`config.mk`:
```
export PLATFORM = sky130hd
export DESIGN_NAME = cal_meas
export DESIGN_NICKNAME = d
export VERILOG_FILES = /design/src/rtl/cal_pkg.sv /design/src/rtl/cal_meas_edge_sync.sv /design/src/rtl/cal_meas.sv
export SDC_FILE = /design/constraint.sdc
export NUM_CORES = 1
export LEC_CHECK = 0
export BUFFER_PORTS_ARGS = -buffer_cell sky130_fd_sc_hd__buf_4
export CAP_MARGIN = 30
export CORE_ASPECT_RATIO = 0.6
export CORE_MARGIN = 1
export CORE_UTILIZATION = 50
export DETAILED_ROUTE_END_ITERATION = 6
export PLACE_DENSITY_LB_ADDON = 0.1
export SLEW_MARGIN = 10
export SYNTH_ARGS = -nofsm -noshare
export SYNTH_HDL_FRONTEND = slang
export SYNTH_SLANG_ARGS = --single-unit
```
`constraint.sdc`:
```
create_clock -name clk -period 4.9 [get_ports clk]
set_clock_uncertainty 0.2 [all_clocks]
set_input_delay 0.245 -clock clk [delete_from_list [all_inputs] [get_ports clk]]
set_output_delay 0.245 -clock clk [all_outputs]
set_load 0.03 [all_outputs]
```
`src/rtl/cal_pkg.sv`:
```
// Shared definitions for the calibration measurement path (cal_meas / cal_norm).
package cal_pkg;

  // Measurement FSM states
  typedef enum logic [1:0] {
    IDLE = 2'd0,
    ARM  = 2'd1,
    MEAS = 2'd2,
    HOLD = 2'd3
  } cal_state_e;

  // Default width of the period counter, per and curr
  localparam int CNT_W_DEF = 16;

  // Default number of cycles per/curr stay frozen after go; cal_norm sizes its latency to this
  localparam int HOLD_CYC_DEF = 300;

  // Default smallest period, in clk cycles, treated as a real drive pulse
  localparam int MIN_PER_DEF = 4;

endpackage

```
`src/rtl/cal_meas_edge_sync.sv`:
```
// Two-flop synchroniser plus registered rising-edge detect for one asynchronous input.
module edge_sync (
  input  logic clk,
  input  logic rst,
  input  logic async_i,
  output logic rise_o
);

  logic [1:0] sync_q;
  logic       prev_q;
  logic       rise_q;

  // Bring the input into the clk domain, remember its last level and register the rising edge
  always_ff @(posedge clk or posedge rst) begin
    if (rst) begin
      sync_q <= 2'b00;
      prev_q <= 1'b0;
      rise_q <= 1'b0;
    end else begin
      sync_q <= {sync_q[0], async_i};
      prev_q <= sync_q[1];
      rise_q <= sync_q[1] & ~prev_q;
    end
  end

  assign rise_o = rise_q;

endmodule

```
`src/rtl/cal_meas.sv`:
```
// Drive-pulse period measurement with current-sample capture, feeding cal_norm via go/per/curr.
module cal_meas
  import cal_pkg::*;
#(
  parameter int CNT_W    = CNT_W_DEF,
  parameter int HOLD_CYC = HOLD_CYC_DEF,
  parameter int MIN_PER  = MIN_PER_DEF
) (
  input  logic             clk,
  input  logic             rst,
  input  logic             en,
  input  logic             pulse_in,
  input  logic [CNT_W-1:0] adc_data,
  input  logic             adc_valid,
  output logic             go,
  output logic [CNT_W-1:0] per,
  output logic [CNT_W-1:0] curr,
  output logic             busy,
  output logic             ovf
);

  localparam int               HW        = $clog2(HOLD_CYC + 1);
  localparam logic [CNT_W-1:0] CNT_MAX   = '1;
  localparam logic [CNT_W-1:0] CNT_ONE   = CNT_W'(1);
  localparam logic [CNT_W-1:0] MIN_PER_C = CNT_W'(MIN_PER);
  localparam logic [HW-1:0]    HOLD_LD   = HW'(HOLD_CYC);
  localparam logic [HW-1:0]    HOLD_ONE  = HW'(1);

  cal_state_e       state_q, state_d;
  logic [CNT_W-1:0] cnt_q, cnt_d;
  logic [HW-1:0]    hold_q, hold_d;
  logic [CNT_W-1:0] sample_q, sample_d;
  logic             svalid_q, svalid_d;
  logic [CNT_W-1:0] per_q, per_d;
  logic [CNT_W-1:0] curr_q, curr_d;
  logic             go_q, go_d;
  logic             ovf_q, ovf_d;
  logic             en_q;
  logic             edge_det;

  edge_sync u_pulse_sync (
    .clk     (clk),
    .rst     (rst),
    .async_i (pulse_in),
    .rise_o  (edge_det)
  );

  // State and datapath registers; en_q remembers the previous enable level for ovf clearing
  always_ff @(posedge clk or posedge rst) begin
    if (rst) begin
      state_q  <= IDLE;
      cnt_q    <= '0;
      hold_q   <= '0;
      sample_q <= '0;
      svalid_q <= 1'b0;
      per_q    <= '0;
      curr_q   <= '0;
      go_q     <= 1'b0;
      ovf_q    <= 1'b0;
      en_q     <= 1'b0;
    end else begin
      state_q  <= state_d;
      cnt_q    <= cnt_d;
      hold_q   <= hold_d;
      sample_q <= sample_d;
      svalid_q <= svalid_d;
      per_q    <= per_d;
      curr_q   <= curr_d;
      go_q     <= go_d;
      ovf_q    <= ovf_d;
      en_q     <= en;
    end
  end

  // Next-state logic: measure edge-to-edge, publish a period only when a sample was seen in it
  always_comb begin
    state_d  = state_q;
    cnt_d    = cnt_q;
    hold_d   = hold_q;
    sample_d = sample_q;
    svalid_d = svalid_q;
    per_d    = per_q;
    curr_d   = curr_q;
    go_d     = 1'b0;
    ovf_d    = ovf_q;

    case (state_q)
      IDLE: begin
        cnt_d    = '0;
        hold_d   = '0;
        svalid_d = 1'b0;
        if (en) state_d = ARM;
      end
      ARM: begin
        if (edge_det) begin
          cnt_d    = CNT_ONE;
          svalid_d = 1'b0;
          state_d  = MEAS;
        end
      end
      MEAS: begin
        if (cnt_q == CNT_MAX) begin
          ovf_d    = 1'b1;
          cnt_d    = '0;
          svalid_d = 1'b0;
          state_d  = ARM;
        end else if (edge_det) begin
          if ((cnt_q >= MIN_PER_C) && (svalid_q || adc_valid)) begin
            per_d   = cnt_q;
            curr_d  = adc_valid ? adc_data : sample_q;
            go_d    = 1'b1;
            hold_d  = HOLD_LD;
            state_d = HOLD;
          end else begin
            cnt_d    = CNT_ONE;
            svalid_d = adc_valid;
            if (adc_valid) sample_d = adc_data;
          end
        end else begin
          cnt_d = cnt_q + CNT_ONE;
          if (adc_valid) begin
            sample_d = adc_data;
            svalid_d = 1'b1;
          end
        end
      end
      HOLD: begin
        if (hold_q <= HOLD_ONE) begin
          hold_d  = '0;
          state_d = ARM;
        end else begin
          hold_d = hold_q - HOLD_ONE;
        end
      end
      default: state_d = IDLE;
    endcase

    if (!en) begin
      state_d = IDLE;
      go_d    = 1'b0;
      per_d   = per_q;
      curr_d  = curr_q;
      ovf_d   = en_q ? 1'b0 : ovf_q;
    end
  end

  assign go   = go_q;
  assign per  = per_q;
  assign curr = curr_q;
  assign busy = (state_q == HOLD);
  assign ovf  = ovf_q;

endmodule

```
==> summary.md <==
| Metric | Value |
|---|---|
| Peak Freq | `363 MHz` |
| Vias in the first global route | `3,227` |
| Overflow left after global routing | `0` |
| Die Y-Extent | `72.3 µm` |
| Area contributors post-synth | `sky130_fd_sc_hd__dfrtp_1 (50%), sky130_fd_sc_hd__o21ai_0 (6.2%), sky130_fd_sc_hd__mux2_2 (4.9%)` |
| Primary flip-flop cell chosen by synthesis mapping | `sky130_fd_sc_hd__dfrtp_1` |
| Later-pin clock latency in the skew report | `between 300 and 400 ps` |
| List of cells traversed by the critical path | `inv_1, ha_1, inv_1, a2111oi_4, nand2_2, mux2_2` |
| Cell occurring most often along the worst timing path | `sky130_fd_sc_hd__inv_1` |
| Final period util | `0.562` |
| Total CTS buffers | `9` |
| Wire length of the first global-routing pass | `~16,000 µm` |
| Crit path largest cell delay | `460 ps` |
| Number of distinct library cell variants in the gate-level netlist after synthesis | `64` |
| Core Region | `7910 µm²` |
| Number of sinks handled by clock tree synthesis | `83` |
| Initial detailed-routing violation count | `225` |
| Slowest cell on the critical path | `sky130_fd_sc_hd__nand2_2` |
| Data required time at the worst endpoint | `4930 ps` |
| Post-detailed-routing wire length | `about 9600 µm` |
| Post-placement setup slack | `2120 ps` |
| Max capacitance violation total | `0` |
| Wire per inst | `17.4 µm` |
| Number of levels the H-tree was split into | `3` |
| Portion of the post-synthesis area used by sequential elements | `0.504` |
| Antenna violations before repair | `0` |
| IR Drop Worst-Case VDD | `0.276 mV` |
| Number of gates resized after cts | `0` |
| LEAKAGE | `between 2 and 2.5 nW` |
| CP Capture Type | `flop` |
| GRT Overall Usage | `0.241` |
| Pin count of the biggest net entering global routing | `56` |
| Number of hold-slack violations in the final timing report | `0` |
| Post-Synthesis Mean Instance Area | `11.1 µm²` |
| Area leader, netlist | `sky130_fd_sc_hd__dfrtp_1` |
| Maximum fanout encountered on the critical timing path | `33` |
| Number of setup violations in the final report | `0` |
| Number of primary I/O pins | `56` |
| Power per unit of standard cell area | `~430 nW/µm²` |
| # nets final | `467` |
| Die Outline Area | `8620 µm²` |
| Final total negative setup slack | `0 ps` |
| Clock Tree Root | `sky130_fd_sc_hd__clkbuf_16` |
| Gate count of the mapped netlist | `371` |
| DR pass1 iterations | `5` |
| Overall via count from detail_route | `approximately 3.3k` |
| Slew @ Worst Pin | `roughly 700 ps` |
| Number of synthesized register bits | `83` |
| Worst setup slack after layout | `2150 ps` |
| CTS tree | `yes` |
| Post CTS Setup Buffer Count | `0` |
| Final weighted congestion in routability-driven placement | `0.872` |
| Total standard cell area after synthesis | `~4100 µm²` |
| Std-Cell Rows | `25` |
| Worst Setup Start Kind | `flop` |
| Tmin final | `about 2800 ps` |
| WS Path Type | `flop to flop` |
| Antenna diode instance count | `0` |
| Quantity of I/O buffers inserted on ports | `55` |
| Portion of synthesized cell area occupied by the leading cell type | `0.504` |
| Clock Pin Slew Worst Setup and Hold Paths | `60 ps` |
| Max-Slew Margin vs Limit | `0.533` |
| Remaining number of nets flagged by the antenna check after routing | `0` |
| Fraction of final layout cells sized beyond drive strength 1 | `0.279` |
| Top-count cell post-synth | `sky130_fd_sc_hd__dfrtp_1` |
| Total half-perimeter wirelength after legalization and detailed placement | `6390 µm` |
| DRC violation count after routing | `0` |
| Synth cell count leaders | `sky130_fd_sc_hd__dfrtp_1 (83), sky130_fd_sc_hd__o21ai_0 (51), sky130_fd_sc_hd__inv_1 (20)` |
| Number of max-slew violations in the final report | `0` |
| Outcome | `complete, no violations` |
| CTS max path bufs | `2` |
| Net count of the mapped netlist | `399` |
| Unrepaired setup endpoints after global routing | `no` |
| Ratio of routed vias to standard cells | `5.90` |
| Data arrival time of the critical path | `2780 ps` |
| Initial cell density of the core | `0.520` |
| Fillers | `613` |
| Die X-Extent | `119 µm` |
| Class of the worst hold path | `flop to flop` |
| Warning count from the yosys run | `0` |
| Async SR Flop Fraction | `1.00` |
| Relative area change from synthesis to final layout | `25.5%` |
| Number of flops mapped to enable cells by yosys | `0` |
-- power by group --
group          internal (W)  switching, W
Sequential         0.000775     0.0000583
Clock              0.000551      0.000274
Combinational      0.000249      0.000329
Total               0.00157      0.000661
-- layout make-up --
cell class                 instances  area [µm²]  share of cell area
inverter                          20        76.3              0.0148
clock buffer                      10         229              0.0443
sequential                        83        2080               0.402
tap                              108         135              0.0261
clock inverter                     6         138              0.0266
multi-input combinational        247        1860               0.360
timing repair buffer              78         653               0.126
-- per-layer routing --
metal,GRT usage,up-vias,share of wire
met5,0,-,0
met4,0.0759,0,0.0075
met3,0.0684,11,0.055
met2,0.366,94,0.45
met1,0.337,1623,0.49
li1,-,1528,-
-- placed cells by master, fill, tap and decap left out, types with 2 or more instances in the layout --
cell type / n
sky130_fd_sc_hd__a2111oi_0: 3
sky130_fd_sc_hd__a21oi_1: 11
sky130_fd_sc_hd__a22oi_1: 4
sky130_fd_sc_hd__a311oi_1: 2
sky130_fd_sc_hd__a31oi_1: 2
sky130_fd_sc_hd__and2_1: 2
sky130_fd_sc_hd__and3_1: 3
sky130_fd_sc_hd__buf_4: 58
sky130_fd_sc_hd__bufinv_16: 4
sky130_fd_sc_hd__clkbuf_16: 9
sky130_fd_sc_hd__clkinv_4: 2
sky130_fd_sc_hd__dfrtp_1: 83
sky130_fd_sc_hd__dlygate4sd3_1: 19
sky130_fd_sc_hd__ha_1: 7
sky130_fd_sc_hd__inv_1: 19
sky130_fd_sc_hd__mux2_2: 18
sky130_fd_sc_hd__mux2_4: 9
sky130_fd_sc_hd__mux2i_1: 16
sky130_fd_sc_hd__nand2_1: 11
sky130_fd_sc_hd__nand2_2: 2
sky130_fd_sc_hd__nand2b_1: 3
sky130_fd_sc_hd__nand3_1: 6
sky130_fd_sc_hd__nand4_1: 5
sky130_fd_sc_hd__nor2_1: 12
sky130_fd_sc_hd__nor2b_1: 4
sky130_fd_sc_hd__nor3_1: 7
sky130_fd_sc_hd__nor4_1: 2
sky130_fd_sc_hd__nor4b_1: 2
sky130_fd_sc_hd__o21a_1: 2
sky130_fd_sc_hd__o21ai_0: 51
sky130_fd_sc_hd__o22ai_1: 9
sky130_fd_sc_hd__o31ai_1: 15
sky130_fd_sc_hd__or2_2: 4
sky130_fd_sc_hd__or4_1: 4
-- worst paths after layout --
kind,start,end,slack (ps),cells past startpoint
worst min register to register,u_pulse_sync.sync_q[0]$_DFF_PP0_,u_pulse_sync.sync_q[1]$_DFF_PP0_,150,0
worst min-delay path,u_pulse_sync.sync_q[0]$_DFF_PP0_,u_pulse_sync.sync_q[1]$_DFF_PP0_,150,0
max in group asynchronous,rst,cnt_q[6]$_DFFE_PP0P_,3560,5
worst max register to register,state_q[0]$_DFFE_PP0P_,per[10]$_DFFE_PP0P_,2150,6
worst max-delay path,state_q[0]$_DFFE_PP0P_,per[10]$_DFFE_PP0P_,2150,6
min in group asynchronous,rst,hold_q[7]$_DFFE_PP0P_,340,4
-- critical path, delay by kind of cell, from the launching register on --
family / cells / cell delay [ps]
AOI/OAI and AO/OA: 1 / 400
adders and majority gates: 1 / 390
buffers and inverters: 2 / 350
DFF: 1 / 400
muxes: 1 / 440
and+or+nand+nor: 1 / 460
-- kinds of logic (layout without fill, tap and decap cells) --
group	count (synthesis)	in the layout	share of synthesized area
DFF	83	83	0.504
AOI/OAI and AO/OA	120	120	0.194
buffers and inverters	41	114	0.0450
muxes	43	43	0.121
and+or+nand+nor	77	77	0.115
adders and majority gates	7	7	0.0213
-- through the flow --
stage                     instances  power, W  area [µm²]   util  hold WS, ps
after floorplan                 371   0.00127        4120      -         76.4
after global placement          516   0.00138        4590  0.580          139
after detailed placement        517   0.00140        4610  0.583          141
after CTS                       552   0.00225        5170  0.653          154
after global routing            552   0.00234        5170  0.653          167
final                           552   0.00224        5170  0.653          150
-- state kept, by name, indices dropped and copies added, names as in the netlist --
register and count:
u_pulse_sync.rise_o 1, curr 16, hold_q 9, go 1, svalid_q 1, state_q 2
en_q 1, ovf 1, sample_q 16, u_pulse_sync.sync_q 2, u_pulse_sync.prev_q 1, cnt_q 16
per 16
-- timing repair --
| item | 4_1_cts | 5_1_grt |
|---|---|---|
| endpoints found under the hold margin | 48 | 0 |
| endpoints found under the setup margin | 0 | 0 |
| hold buffers | 19 | 0 |
Power figures use the tool's default switching activity.
